==> src/rtl/spi_pkg.sv <==
// Shared encodings for the SPI shift engine: FSM states, mode bit positions, default widths.
package spi_pkg;
  localparam int DATA_W_DEF = 32;
  localparam int CNT_W_DEF  = 5;

  localparam logic [1:0] ST_IDLE  = 2'd0;
  localparam logic [1:0] ST_SETUP = 2'd1;
  localparam logic [1:0] ST_SHIFT = 2'd2;
  localparam logic [1:0] ST_HOLD  = 2'd3;

  // mode = {CPOL, CPHA}
  localparam int CPOL_BIT = 1;
  localparam int CPHA_BIT = 0;
endpackage

==> src/rtl/spi_cs_ctrl.sv <==
// Chip-select decode for four active-low selects: auto (follows the frame) or manual level.
// Purely combinational, no latency, no backpressure.
module spi_cs_ctrl (
  input  logic       i_busy,
  input  logic [1:0] i_sel,
  input  logic [3:0] i_cs_auto,
  input  logic [3:0] i_cs_enable,
  output logic [3:0] o_cs_n
);
  for (genvar n = 0; n < 4; n++) begin : g_cs
    assign o_cs_n[n] = ~(i_cs_auto[n] ? (i_busy && (i_sel == 2'(n))) : i_cs_enable[n]);
  end
endmodule

==> src/rtl/spi_shift_engine.sv <==
// SPI shift stage: pops one TX word per frame, shifts MSB-first on baud-tick SCLK, pushes the RX word.
// Stalls while TX empty; drops the word when RX full. Optional SPI_LOOPBACK_EN adds i_loopback.
module spi_shift_engine
  import spi_pkg::*;
#(
  parameter int DATA_W = DATA_W_DEF,
  parameter int CNT_W  = CNT_W_DEF
) (
  input  logic              i_clk,
  input  logic              i_reset,
  input  logic              i_enable,
  input  logic              i_baud_tick,
  input  logic [CNT_W-1:0]  i_word_size,
  input  logic [1:0]        i_mode,
  input  logic [1:0]        i_cs_select,
  input  logic [3:0]        i_cs_auto,
  input  logic [3:0]        i_cs_enable,
  input  logic              i_tx_empty,
  input  logic [DATA_W-1:0] i_tx_data,
  output logic              o_tx_pop,
  input  logic              i_rx_full,
  output logic [DATA_W-1:0] o_rx_data,
  output logic              o_rx_push,
  output logic              o_rx_drop,
  output logic              o_busy,
  output logic              o_spi_clk,
  output logic              o_spi_tx,
  input  logic              i_spi_rx,
`ifdef SPI_LOOPBACK_EN
  input  logic              i_loopback,
`endif
  output logic              o_spi_cs0,
  output logic              o_spi_cs1,
  output logic              o_spi_cs2,
  output logic              o_spi_cs3
);
  logic [1:0]        r_state;
  logic [DATA_W-1:0] r_tx_word;
  logic [DATA_W-1:0] r_rx_sh;
  logic [DATA_W-1:0] r_rx_data;
  logic [CNT_W-1:0]  r_ws;
  logic [CNT_W-1:0]  r_idx;
  logic [1:0]        r_mode;
  logic [1:0]        r_sel;
  logic              r_half;
  logic              r_clk;
  logic              r_mosi;
  logic              r_push;
  logic              r_drop;
  logic              r_cs_gap;

  logic              w_start;
  logic              w_miso;
  logic              w_cpha;
  logic              w_cpol;
  logic              w_last;
  logic [CNT_W-1:0]  w_idx_m1;
  logic [DATA_W-1:0] w_rx_next;
  logic [3:0]        w_cs_n;

  // r_cs_gap keeps a new frame from starting until one baud tick has passed with CS released
  assign w_start   = (r_state == ST_IDLE) && i_enable && !i_tx_empty && !r_cs_gap;
  assign w_cpha    = r_mode[CPHA_BIT];
  assign w_cpol    = r_mode[CPOL_BIT];
  assign w_last    = (r_idx == '0);
  assign w_idx_m1  = r_idx - 1'b1;
  assign w_rx_next = {r_rx_sh[DATA_W-2:0], w_miso};

`ifdef SPI_LOOPBACK_EN
  assign w_miso = i_loopback ? r_mosi : i_spi_rx;
`else
  assign w_miso = i_spi_rx;
`endif

  always_ff @(posedge i_clk) begin
    if (i_reset) begin
      r_state   <= ST_IDLE;
      r_tx_word <= '0;
      r_rx_sh   <= '0;
      r_rx_data <= '0;
      r_ws      <= '0;
      r_idx     <= '0;
      r_mode    <= '0;
      r_sel     <= '0;
      r_half    <= 1'b0;
      r_clk     <= 1'b0;
      r_mosi    <= 1'b0;
      r_push    <= 1'b0;
      r_drop    <= 1'b0;
      r_cs_gap  <= 1'b0;
    end else begin
      r_push <= 1'b0;
      r_drop <= 1'b0;
      if (i_baud_tick) r_cs_gap <= 1'b0;
      if (!i_enable && (r_state != ST_IDLE)) begin
        r_state  <= ST_IDLE;
        r_mosi   <= 1'b0;
        r_clk    <= w_cpol;
        r_cs_gap <= 1'b1;
      end else begin
        case (r_state)
          ST_IDLE: begin
            r_clk  <= i_mode[CPOL_BIT];
            r_mosi <= 1'b0;
            if (w_start) begin
              r_tx_word <= i_tx_data;
              r_ws      <= i_word_size;
              r_mode    <= i_mode;
              r_sel     <= i_cs_select;
              r_rx_sh   <= '0;
              r_mosi    <= i_mode[CPHA_BIT] ? 1'b0 : i_tx_data[i_word_size];
              r_state   <= ST_SETUP;
            end
          end
          ST_SETUP: begin
            if (i_baud_tick) begin
              r_state <= ST_SHIFT;
              r_idx   <= r_ws;
              r_half  <= 1'b0;
            end
          end
          ST_SHIFT: begin
            if (i_baud_tick) begin
              r_clk  <= ~r_clk;
              r_half <= ~r_half;
              if (!r_half) begin
                if (!w_cpha) r_rx_sh <= w_rx_next;
                else         r_mosi  <= r_tx_word[r_idx];
              end else begin
                if (w_cpha) r_rx_sh <= w_rx_next;
                if (w_last) begin
                  r_state <= ST_HOLD;
                  r_clk   <= w_cpol;
                end else begin
                  r_idx <= w_idx_m1;
                  if (!w_cpha) r_mosi <= r_tx_word[w_idx_m1];
                end
              end
            end
          end
          default: begin
            if (i_baud_tick) begin
              r_push   <= !i_rx_full;
              r_drop   <= i_rx_full;
              if (!i_rx_full) r_rx_data <= r_rx_sh;
              r_state  <= ST_IDLE;
              r_cs_gap <= 1'b1;
            end
          end
        endcase
      end
    end
  end

  spi_cs_ctrl u_cs (
    .i_busy      (o_busy),
    .i_sel       (r_sel),
    .i_cs_auto   (i_cs_auto),
    .i_cs_enable (i_cs_enable),
    .o_cs_n      (w_cs_n)
  );

  assign o_tx_pop  = w_start;
  assign o_busy    = (r_state != ST_IDLE);
  assign o_rx_data = r_rx_data;
  assign o_rx_push = r_push;
  assign o_rx_drop = r_drop;
  assign o_spi_clk = r_clk;
  assign o_spi_tx  = r_mosi;
  assign o_spi_cs0 = w_cs_n[0];
  assign o_spi_cs1 = w_cs_n[1];
  assign o_spi_cs2 = w_cs_n[2];
  assign o_spi_cs3 = w_cs_n[3];
endmodule
==> config.mk <==
export PLATFORM = sky130hd
export DESIGN_NAME = spi_shift_engine
export DESIGN_NICKNAME = d
export VERILOG_FILES = /design/src/rtl/spi_pkg.sv /design/src/rtl/spi_cs_ctrl.sv /design/src/rtl/spi_shift_engine.sv
export SDC_FILE = /design/constraint.sdc
export NUM_CORES = 1
export LEC_CHECK = 0
export ABC_AREA = 1
export CAP_MARGIN = 20
export CORE_UTILIZATION = 36
export DETAILED_ROUTE_END_ITERATION = 16
export SYNTH_ARGS = -nofsm -noshare
export SYNTH_HDL_FRONTEND = slang
export SYNTH_SLANG_ARGS = --single-unit
==> constraint.sdc <==
create_clock -name i_clk -period 2.64 [get_ports i_clk]
set_clock_uncertainty 0.2 [all_clocks]
set_input_delay 0.396 -clock i_clk [delete_from_list [all_inputs] [get_ports i_clk]]
set_output_delay 0.396 -clock i_clk [all_outputs]
set_load 0.005 [all_outputs]
Yosys cells after proc, flatten, opt, wreduce, memory -nomap -nowiden
Cells that the tools add are included.
W data, S select, Z words.
- register bits: 118
- bits of input ports: 56
- equal/unequal tests: 17
- bitwise operators: 10
- mux-type cells: 48
- $add $sub $neg: 1
- $lt $le $gt $ge: 3
- reductions and logical operators: 31
- operators by type and width (cell ; count):
    $mux W32 ; 5
    $pmux W32 S2 ; 1
    $mux W1 ; 24
    $mux W5 ; 4
    $lt A5 B6 Y1 const B ; 3
    $ne A3 B3 Y1 const B ; 6
    $reduce_and A6 Y1 ; 3
    $bmux W1 S5 ; 3
    $mux W2 ; 6
    $ne A2 B2 Y1 const B ; 6
    $not A1 Y1 ; 10
    $pmux W5 S2 ; 1
    $logic_and A1 B1 Y1 ; 8
    $reduce_and A4 Y1 ; 2
    $reduce_bool A2 Y1 ; 4
    $eq A2 B2 Y1 const B ; 3
    $pmux W1 S2 ; 3
    $pmux W2 S3 ; 1
    $reduce_or A6 Y1 ; 1
    $logic_not A5 Y1 ; 1
    $reduce_and A5 Y1 ; 1
    $sub A5 B1 Y5 const B ; 1
    $eq A2 B1 Y1 const B ; 2
    $logic_not A1 Y1 ; 4
    other kinds (6) ; 7

Longest topological paths before layout
Gate-level depths: netlist of the first run.
- word-level depth: 8
- mapped depth: 13
- gate-level depth less buffers: 12

Hierarchy
Synthesis of the first run repeated with hierarchy kept, for this count alone.
- cell total of the unflattened synthesis: 811
- area total of the unflattened synthesis: 5531.6 µm²
- modules (own cells, without submodules) (module ; instances ; area each (µm²) ; cells an instance):
    spi_shift_engine ; 1 ; 5441.5 ; 787
    spi_cs_ctrl ; 1 ; 90.1 ; 24

Least setup slack after synthesis of the first run
OpenSTA, ideal clock, no wires.
- kind: reg2reg
- from: register r_idx[0]
- to: register r_mosi, in the netlist o_spi_tx
- stages on the path, launching flop included: 14
- setup time: 0.117 ns
- data arrival time: 1.843 ns
- required time: 2.323 ns
- slack: 0.480 ns
- path buffers: 2
- cell sequence: dfxtp_1 inv_1 clkbuf_1 ha_1 clkbuf_1 inv_1 o211ai_1 nand3_1 nand3_1 nand3_1 nand3_1 nand2_1 nor2_1 nor2_1
- cells in the longest elaborated chain, start to end: 8
- ends and longest elaborated chain (element ; RTL line ; source):
    start, declared ; spi_shift_engine.sv:42 ; logic [CNT_W-1:0] r_idx;
    start signal, assigned ; spi_shift_engine.sv:118 ; r_idx <= r_ws;
    start signal, assigned ; spi_shift_engine.sv:135 ; r_idx <= w_idx_m1;
    $sub A5 B1 Y5 ; spi_shift_engine.sv:66 ; assign w_idx_m1 = r_idx - 1'b1;
    $bmux W1 S5 ; spi_shift_engine.sv:136 ; if (!w_cpha) r_mosi <= r_tx_word[w_idx_m1];
    $mux W1 (implied by the code) ; spi_shift_engine.sv:136 ;
    $mux W1 ; spi_shift_engine.sv:136 ;
    $mux W1 ; spi_shift_engine.sv:131 ; if (w_last) begin
    $mux W1 ; spi_shift_engine.sv:126 ; if (!r_half) begin
    $mux W1 ; spi_shift_engine.sv:123 ; if (i_baud_tick) begin
    $pmux W1 S2 ; spi_shift_engine.sv:101 ; case (r_state)
    end signal, assigned ; spi_shift_engine.sv:111 ; r_mosi <= i_mode[CPHA_BIT] ? 1'b0 : i_tx_data[i_word_size];
    end signal, assigned ; spi_shift_engine.sv:128 ; else r_mosi <= r_tx_word[r_idx];
    end signal, assigned ; spi_shift_engine.sv:136 ;
    end, declared ; spi_shift_engine.sv:47 ; logic r_mosi;
Parallel ways exist; a longest one is shown, timed or not. The select of a mux whose other input is x is not followed.
A chain may end at the register's enable or synchronous reset.

Worst setup path in the final report of the first run
- from: register r_state[0]
- to: output port o_spi_cs1
- cells in the longest elaborated chain, start to end: 4
- ends and longest elaborated chain (element ; RTL line ; source):
    start, declared ; spi_shift_engine.sv:37 ; logic [1:0] r_state;
    start signal, assigned ; spi_shift_engine.sv:77 ; r_state <= ST_IDLE;
    start signal, assigned ; spi_shift_engine.sv:96 ; r_state <= ST_IDLE;
    start signal, assigned ; spi_shift_engine.sv:112 ; r_state <= ST_SETUP;
    $reduce_bool A2 Y1 ; spi_shift_engine.sv:164 ; assign o_busy = (r_state != ST_IDLE);
    $logic_and A1 B1 Y1 ; spi_cs_ctrl.sv:11 ; assign o_cs_n[n] = ~(i_cs_auto[n] ? (i_busy && (i_sel == 2'(n))) : i_cs_enable[n]);
    $mux W1 ; spi_cs_ctrl.sv:11 ;
    $not A1 Y1 ; spi_cs_ctrl.sv:11 ;
    end, declared ; spi_shift_engine.sv:33 ; output logic o_spi_cs1,
Every way passes these cells.

==> results of run 1 <==
## where the power goes
group	total, uW	internal [uW]	switching [uW]
sequential	2120	1990	121
clock	2260	1390	870
combinational	2490	980	1510
## cells in the final DEF (no fill, tap or decap), types with 2 or more instances in the layout
cell type	n
nand2_1	145
dfxtp_1	116
clkdlybuf4s50_1	94
o21ai_0	91
a21oi_1	89
nor2_1	87
nand3_1	71
inv_1	58
nand3b_1	30
buf_4	22
clkbuf_16	17
o211ai_1	8
ha_1	6
clkinvlp_4	5
o21ai_1	4
xor2_1	4
o31ai_2	3
clkinv_1	3
a211oi_1	3
a31oi_1	3
inv_6	3
nor3_4	2
inv_2	2
bufinv_16	2
clkinv_2	2
clkinv_4	2
dlymetal6s2s_1	2
buf_12	2
## kinds of logic after synthesis
kind of cell | share of synthesized area, %
simple gates | 27.2
xor+xnor | 0.784
flops | 42.3
buf+inv | 8.65
fa+ha+maj | 1.57
compound gates | 19.5
## worst reg2reg max path, cell delays in order (launching register included)
cell and delay, ns:
dfxtp_4 0.35, inv_1 0.13, ha_4 0.19, nand2_2 0.07
nor3_4 0.31, buf_4 0.23, nor2_1 0.07, nor3_2 0.17
o21ai_4 0.16, buf_12 0.20, nand3b_1 0.17, a21oi_1 0.14
## flip-flops by register name, indices dropped and copies added (netlist names)
name and flops:
r_rx_sh 32, o_rx_push 1, o_spi_tx 1, o_rx_data 32
r_mode 2, r_tx_word 32, r_cs_gap 1, r_ws 5
o_spi_clk 1, o_rx_drop 1, r_sel 2, r_state 2
r_half 1, r_idx 5
## metal layers
layer / share of wire [%] / track usage (%) / up-vias
met1: 47 / 26.2 / 2443
met3: 4.9 / 4.68 / 39
met2: 45 / 31.7 / 138
met4: 3.0 / 10.9 / 2
li1: - / - / 2806
met5: 0.084 / 0 / -
## repair_timing
item	4_1_cts	5_1_grt
endpoints found under the hold margin	0	0
endpoints found under the setup margin	5	4
pin swaps	1	0
buffers inserted	1	0
cloned	0	0
resized for setup	5	8
## cell type report
type	count	area, um2
Clock buffer	18	429
Sequential cell	118	2370
Inverter	63	236
Tap cell	188	235
Multi-Input combinational cell	558	2780
Clock inverter	14	151
Fill cell	1493	7770
Timing Repair Buffer	121	1180
## synthesized netlist by cell type (2+ instances only)
library cell and instances:
o21ai_0 93, o21ai_1 2, inv_1 59, o211ai_1 8
a31oi_1 3, dfxtp_1 118, buf_2 11, clkbuf_1 32
buf_1 2, a21oi_1 89, a211oi_1 3, nand2_1 145
ha_1 7, xor2_1 4, nor3_2 2, buf_4 4
clkinv_1 3, buf_6 3, nand3b_1 30, nand3_1 71
o31ai_1 4, nor2_1 87
## final timing paths
| check | end |
|---|---|
| worst min register to register | r_tx_word[7]$_SDFFE_PP0P_ |
| worst max register to register | r_rx_sh[27]$_SDFFE_PP0P_ |
| worst min-delay path | r_tx_word[7]$_SDFFE_PP0P_ |
| worst max-delay path | o_spi_cs1 |
## per-stage QoR
step	hold WS [ns]	instance area [um2]	worst slack (ns)	util [%]	power (uW)
final	0.269	7380	0.0936	48.7	6870
after global placement	0.259	6760	0.119	44.6	4550
after detailed placement	0.262	6760	0.0650	44.6	4560
after global routing	0.297	7380	0.00256	48.7	7310
after CTS	0.271	7360	0.00990	48.6	6880
after floorplan	0.230	5580	0.480	-	3850
==> reports/results.txt, run 1 <==
Total track usage: 20.4%
Largest net degree at the start of global routing: 48
Mapped Area: 5580 um2
Syn_area_per_cell: 7.06 um2
Area Overhead vs Synth: 32.2%
Die W: 127 um
Worst Hold Path Cells: 2
Slew HR: 60.0%
Vias per cell: 5.03
Routed wire length: 15500 um
Post-route ant nets: 0
Critical Path, Cell by Cell: inv_1 > ha_4 > buf_4 > o31ai_2 > o21ai_1 > clkdlybuf4s50_1
Worst setup path startpoint: r_state[0]$_SDFFE_PP0P_
Clk slew on worst S/H paths: 0.05 ns
Core footprint: 15100 um2
RSZ-0062 raised after global routing: false
CP endpoint kind: primary output
WP depth: 6
Cells after Synth: 791
ANT cells: 0
Longest Clk Path Bufs: 2
H-tree lvl count: 4
Per-cell routed wire length: 14.4 um
HPWL Detailed: 10900 um
Post-synth EDFFs: 0
CTS buffer count: 17
Syn Nets: 854
Worst path arrival time: 1.95 ns
Final setup vio count: 0
FF-to-FF Start: r_state[0]$_SDFFE_PP0P_
GPL Wtd Cong: 0.880
Number of buffers inserted by hold repair at cts: 0
Placed cell count: 1047
Post-Layout Cell Count: 1080
Grt ovf: 0
Tcrit/Tclk final: 96.5%
Startpoint Class: register
Share of layout cells above drive strength 1: 7.85%
Peak Freq: 0.393 GHz
Clock root cell: clkbuf_16
Post-detailed-route DRC marker count: 0
R2R setup slack: 0.16 ns
TNS Setup: 0 ns
Slew Viols, Final: 0
Number of global-route vias before repair: 5087
FF+latch count, synth: 118
Primary FF master, synth: dfxtp_1
Critical-path top delay cell: clkdlybuf4s50_1
Minimum clock period: 2.55 ns
Antenna violations before repair: 1
Yosys Warn Count: 0
Iter 0 DRT Violations: 315
Max IR drop VDD: 411 uV
Final Hold Viols: 0
IO Count: 98
Delay-heaviest family, CP: buffers and inverters
First-pass GRT wire length: 25700 um
Clk_lat worst skew: 0.42 ns
Worst Tran Pin Value: 0.598 ns
Netlist cell types: 33
Drt first pass iters: 5
Pleak: 0.00301 uW
Synth area leader: dfxtp_1
MaxCap Viol Count: 0
Via count: 5428
Clock Sinks: 118
Hold Crit Class: reg -> reg
Status: finished, final reports clean
CP Max Fanout: 6
Yosys top cell area share: 42.3%
Synth async-reset ratio: 0%
CP Class: reg -> out
Row Count: 45
Die H: 127 um
Die area: 16000 um2
Power Dens Cells: 930 nW/um2
I/O Buffers: 97
TritonCTS clock tree: done
Largest cells by area after synthesis: dfxtp_1 42%, nand2_1 9.7%, o21ai_0 8.3%
Initial Util: 36.9%
Reg2Reg Depth: 11
Worst Hold Launch: r_tx_word[7]$_SDFFE_PP0P_
# nets final: 942
Sequential element share of the synthesized area: 42.3%
CP bufs+invs: 3
Worst EP required: 2.04 ns
Largest stage delay on the critical path: 0.44 ns
Note: power is estimated with default switching activity, not from simulation.
==> run 2: changes to the inputs <==
--- a/config.mk
+++ b/config.mk
@@ -7,6 +7,7 @@
 export LEC_CHECK = 0
 export ABC_AREA = 1
 export CAP_MARGIN = 20
+export CORE_ASPECT_RATIO = 1.2
 export CORE_UTILIZATION = 36
 export DETAILED_ROUTE_END_ITERATION = 16
 export SYNTH_ARGS = -nofsm -noshare
==> run 2 against run 1 <==
Power rose by 2.3%; sequential share of layout area fell by 0.32 points; fmax rose by 6.0%; first-iteration DRC count fell by 12%; count of clock-buffer cells in the layout rose by 2; largest cell class unchanged; largest power group is now the clock network; highest routed layer is now met4.
==> reports/results.txt, run 2 (synthesis gave the netlist of run 1 again) <==
Worst path arrival time: 2.54 ns (+0.59 ns)
Worst Tran Pin Value: 0.484 ns (-0.115 ns)
Internal Power: 4580 uW (+4.7%)
Grt ovf: 0 (unchanged)
TritonCTS clock tree: done
TNS Setup: 0 ns (unchanged)
CP Max Fanout: 64 (+58)
Post-detailed-route DRC marker count: 0 (unchanged)
Most common cell after layout, fill and taps aside: nand2_1
# fillers: 1551 (+3.9%)
Worst EP required: 2.78 ns (+0.74 ns)
Core footprint: 15100 um2 (-0.42%)
Pleak: 0.00306 uW (+1.6%)
Clock Sinks: 118 (unchanged)
Clk slew on worst S/H paths: 0.05 ns (about the same)
Gate power share: 34.8% (-1.4 points)
Largest net degree at the start of global routing: 65 (+35%)
NetSw: 2450 uW (-2.0%)
Commonest non-fill, non-tap cells in the layout: 145 x nand2_1, 116 x dfxtp_1, 93 x o21ai_0, 92 x clkdlybuf4s50_1, 89 x a21oi_1
Initial Util: 37.0% (+0.16 points)
Final Hold Viols: 0 (unchanged)
Dpl cell area: 6800 um2 (+0.59%)
CP Class: reg -> reg
Clock root cell: clkbuf_16
CTS buffer count: 17 (unchanged)
Row Count: 49 (+8.9%)
R2R setup slack: 0.24 ns (+0.08 ns)
CP endpoint kind: register
First-pass GRT wire length: 26400 um (+2.8%)
Clock power share: 35.1% (+2.1 points)
Drt first pass iters: 5 (unchanged)
Die W: 116 um (-8.6%)
Vias per cell: 4.99 (-0.62%)
Antenna violations before repair: 0 (-1)
Final setup vio count: 0 (unchanged)
Peak Freq: 0.416 GHz (+6.0%)
Startpoint Class: register
Worst Hold Path Cells: 2 (unchanged)
Clk_lat worst skew: 0.41 ns (about the same)
Status: finished, final reports clean
I/O Buffers: 97 (unchanged)
Per-cell routed wire length: 14.6 um (+1.7%)
Sw Share: 34.8% (-1.5 points)
Die H: 138 um (+9.4%)
GPL Wtd Cong: 0.895 (+1.6%)
Post-route ant nets: 0 (unchanged)
Share of layout cells above drive strength 1: 7.51% (-0.34 points)
Reg2Reg Depth: 11 (unchanged)
IO Count: 98 (unchanged)
Tcrit/Tclk final: 91.0% (-5.5 points)
Area Overhead vs Synth: 33.4%
Finished Cell Area: 7450 um2 (+0.92%)
Minimum clock period: 2.40 ns (-0.145 ns)
MaxCap Viol Count: 0 (unchanged)
Slew HR: 67.7% (+7.7 points)
Slew Viols, Final: 0 (unchanged)
Number of buffers inserted by hold repair at cts: 0 (unchanged)
Via count: 5474 (+0.85%)
Longest Clk Path Bufs: 2 (unchanged)
H-tree lvl count: 4 (unchanged)
Total track usage: 21.0% (+0.63 points)
Iter 0 DRT Violations: 277 (-12%)
Number of global-route vias before repair: 5313 (+4.4%)
# nets final: 943 (+0.11%)
Hold Crit Class: reg -> reg
FF-to-FF End: r_rx_sh[21]$_SDFFE_PP0P_
Worst hold endpoint: r_tx_word[7]$_SDFFE_PP0P_
Max IR drop VDD: 511 uV (+24%)
HPWL Detailed: 10800 um (-0.66%)
Part of the power in registers: 30.1% (-0.7 points)
Power Dens Cells: 943 nW/um2 (+1.3%)
ANT cells: 0 (unchanged)
FF-to-FF Start: r_state[1]$_SDFFE_PP0P_
Routed wire length: 16000 um (+3.2%)
Worst Hold Launch: r_tx_word[7]$_SDFFE_PP0P_
Die area: 16000 um2 (about the same)
RSZ-0062 raised after global routing: false
Hold slack: 0.265 ns (-0.00427 ns)
run 2: cell types whose count changed in the layout (fill, tap and decap cells not counted), sizes merged:
cell / change
buf: +1
bufinv: +2
clkbuf: +2
clkdlybuf4s50: -2
clkinv: -1
clkinvlp: -2
dlymetal6s2s: +2
inv: -2
run 2: layout make-up:
type                       count  area (um2)  share of cell area [%]
timing repair buffer         122        1200                    16.2
tap                          204         255                    3.43
clock buffer                  20         457                    6.13
clock inverter                11         174                    2.34
sequential                   118        2360                    31.8
multi-input combinational    558        2760                    37.0
inverter                      63         236                    3.18
run 2: how the worst max path moves through the flow:
stage	startpoint	endpoint	depth (start not counted)	slack [ns]
5_1_grt	r_state[0]$_SDFFE_PP0P_	r_rx_sh[31]$_SDFFE_PP0P_	11	0.10
2_1_floorplan	r_idx[0]$_SDFFE_PP0P_	o_spi_tx$_SDFFE_PP0P_	13	0.48
3_3_place_gp	i_enable	o_tx_pop	4	0.15
4_1_cts	r_state[0]$_SDFFE_PP0P_	o_spi_cs3	6	0.02
3_5_place_dp	i_enable	r_rx_sh[21]$_SDFFE_PP0P_	9	0.13
6_report	r_state[1]$_SDFFE_PP0P_	r_rx_sh[21]$_SDFFE_PP0P_	11	0.24
run 2: metrics by stage:
step | utilization [%] | power, uW | cells | setup WS [ns]
finish | 49.4 | 7020 | 1096 | 0.238
detailed placement | 45.1 | 4560 | 1064 | 0.127
global placement | 45.1 | 4550 | 1064 | 0.152
global route | 49.4 | 7470 | 1096 | 0.100
CTS | 49.3 | 7060 | 1096 | 0.0180
floorplan | - | 3850 | 791 | 0.480
run 2: critical path, cell delays in order (launching register included):
cell and delay, ns:
dfxtp_2 0.34, inv_1 0.10, ha_2 0.23, nand2_2 0.08, nor3_4 0.32, buf_4 0.20
nor2_1 0.06, nor3_2 0.17, o21ai_4 0.09, buf_12 0.18, nand3b_1 0.19, a21oi_1 0.15
run 2: metal layers:
layer | up-vias | track usage (%) | share of wire (%) | wire [um]
met5 | - | 0 | 0 | 0
met4 | 0 | 8.91 | 2.6 | 416
met3 | 28 | 4.91 | 5.3 | 849
met2 | 139 | 34.5 | 48 | 7630
met1 | 2507 | 26.0 | 44 | 7110
li1 | 2800 | - | - | -
run 2: power groups by stage:
stage	Combinational (uW)	Sequential, uW	Clock [uW]
2_1_floorplan	1730	2110	0
3_3_place_gp	2400	2140	0
3_5_place_dp	2410	2140	0
4_1_cts	2440	2110	2510
5_1_grt	2740	2140	2590
6_report	2440	2110	2470
run 2: timing repair:
action,CTS,global route
buffers inserted,1,0
pin swaps,1,0
gates resized for setup,4,4
setup endpoints to repair,5,4
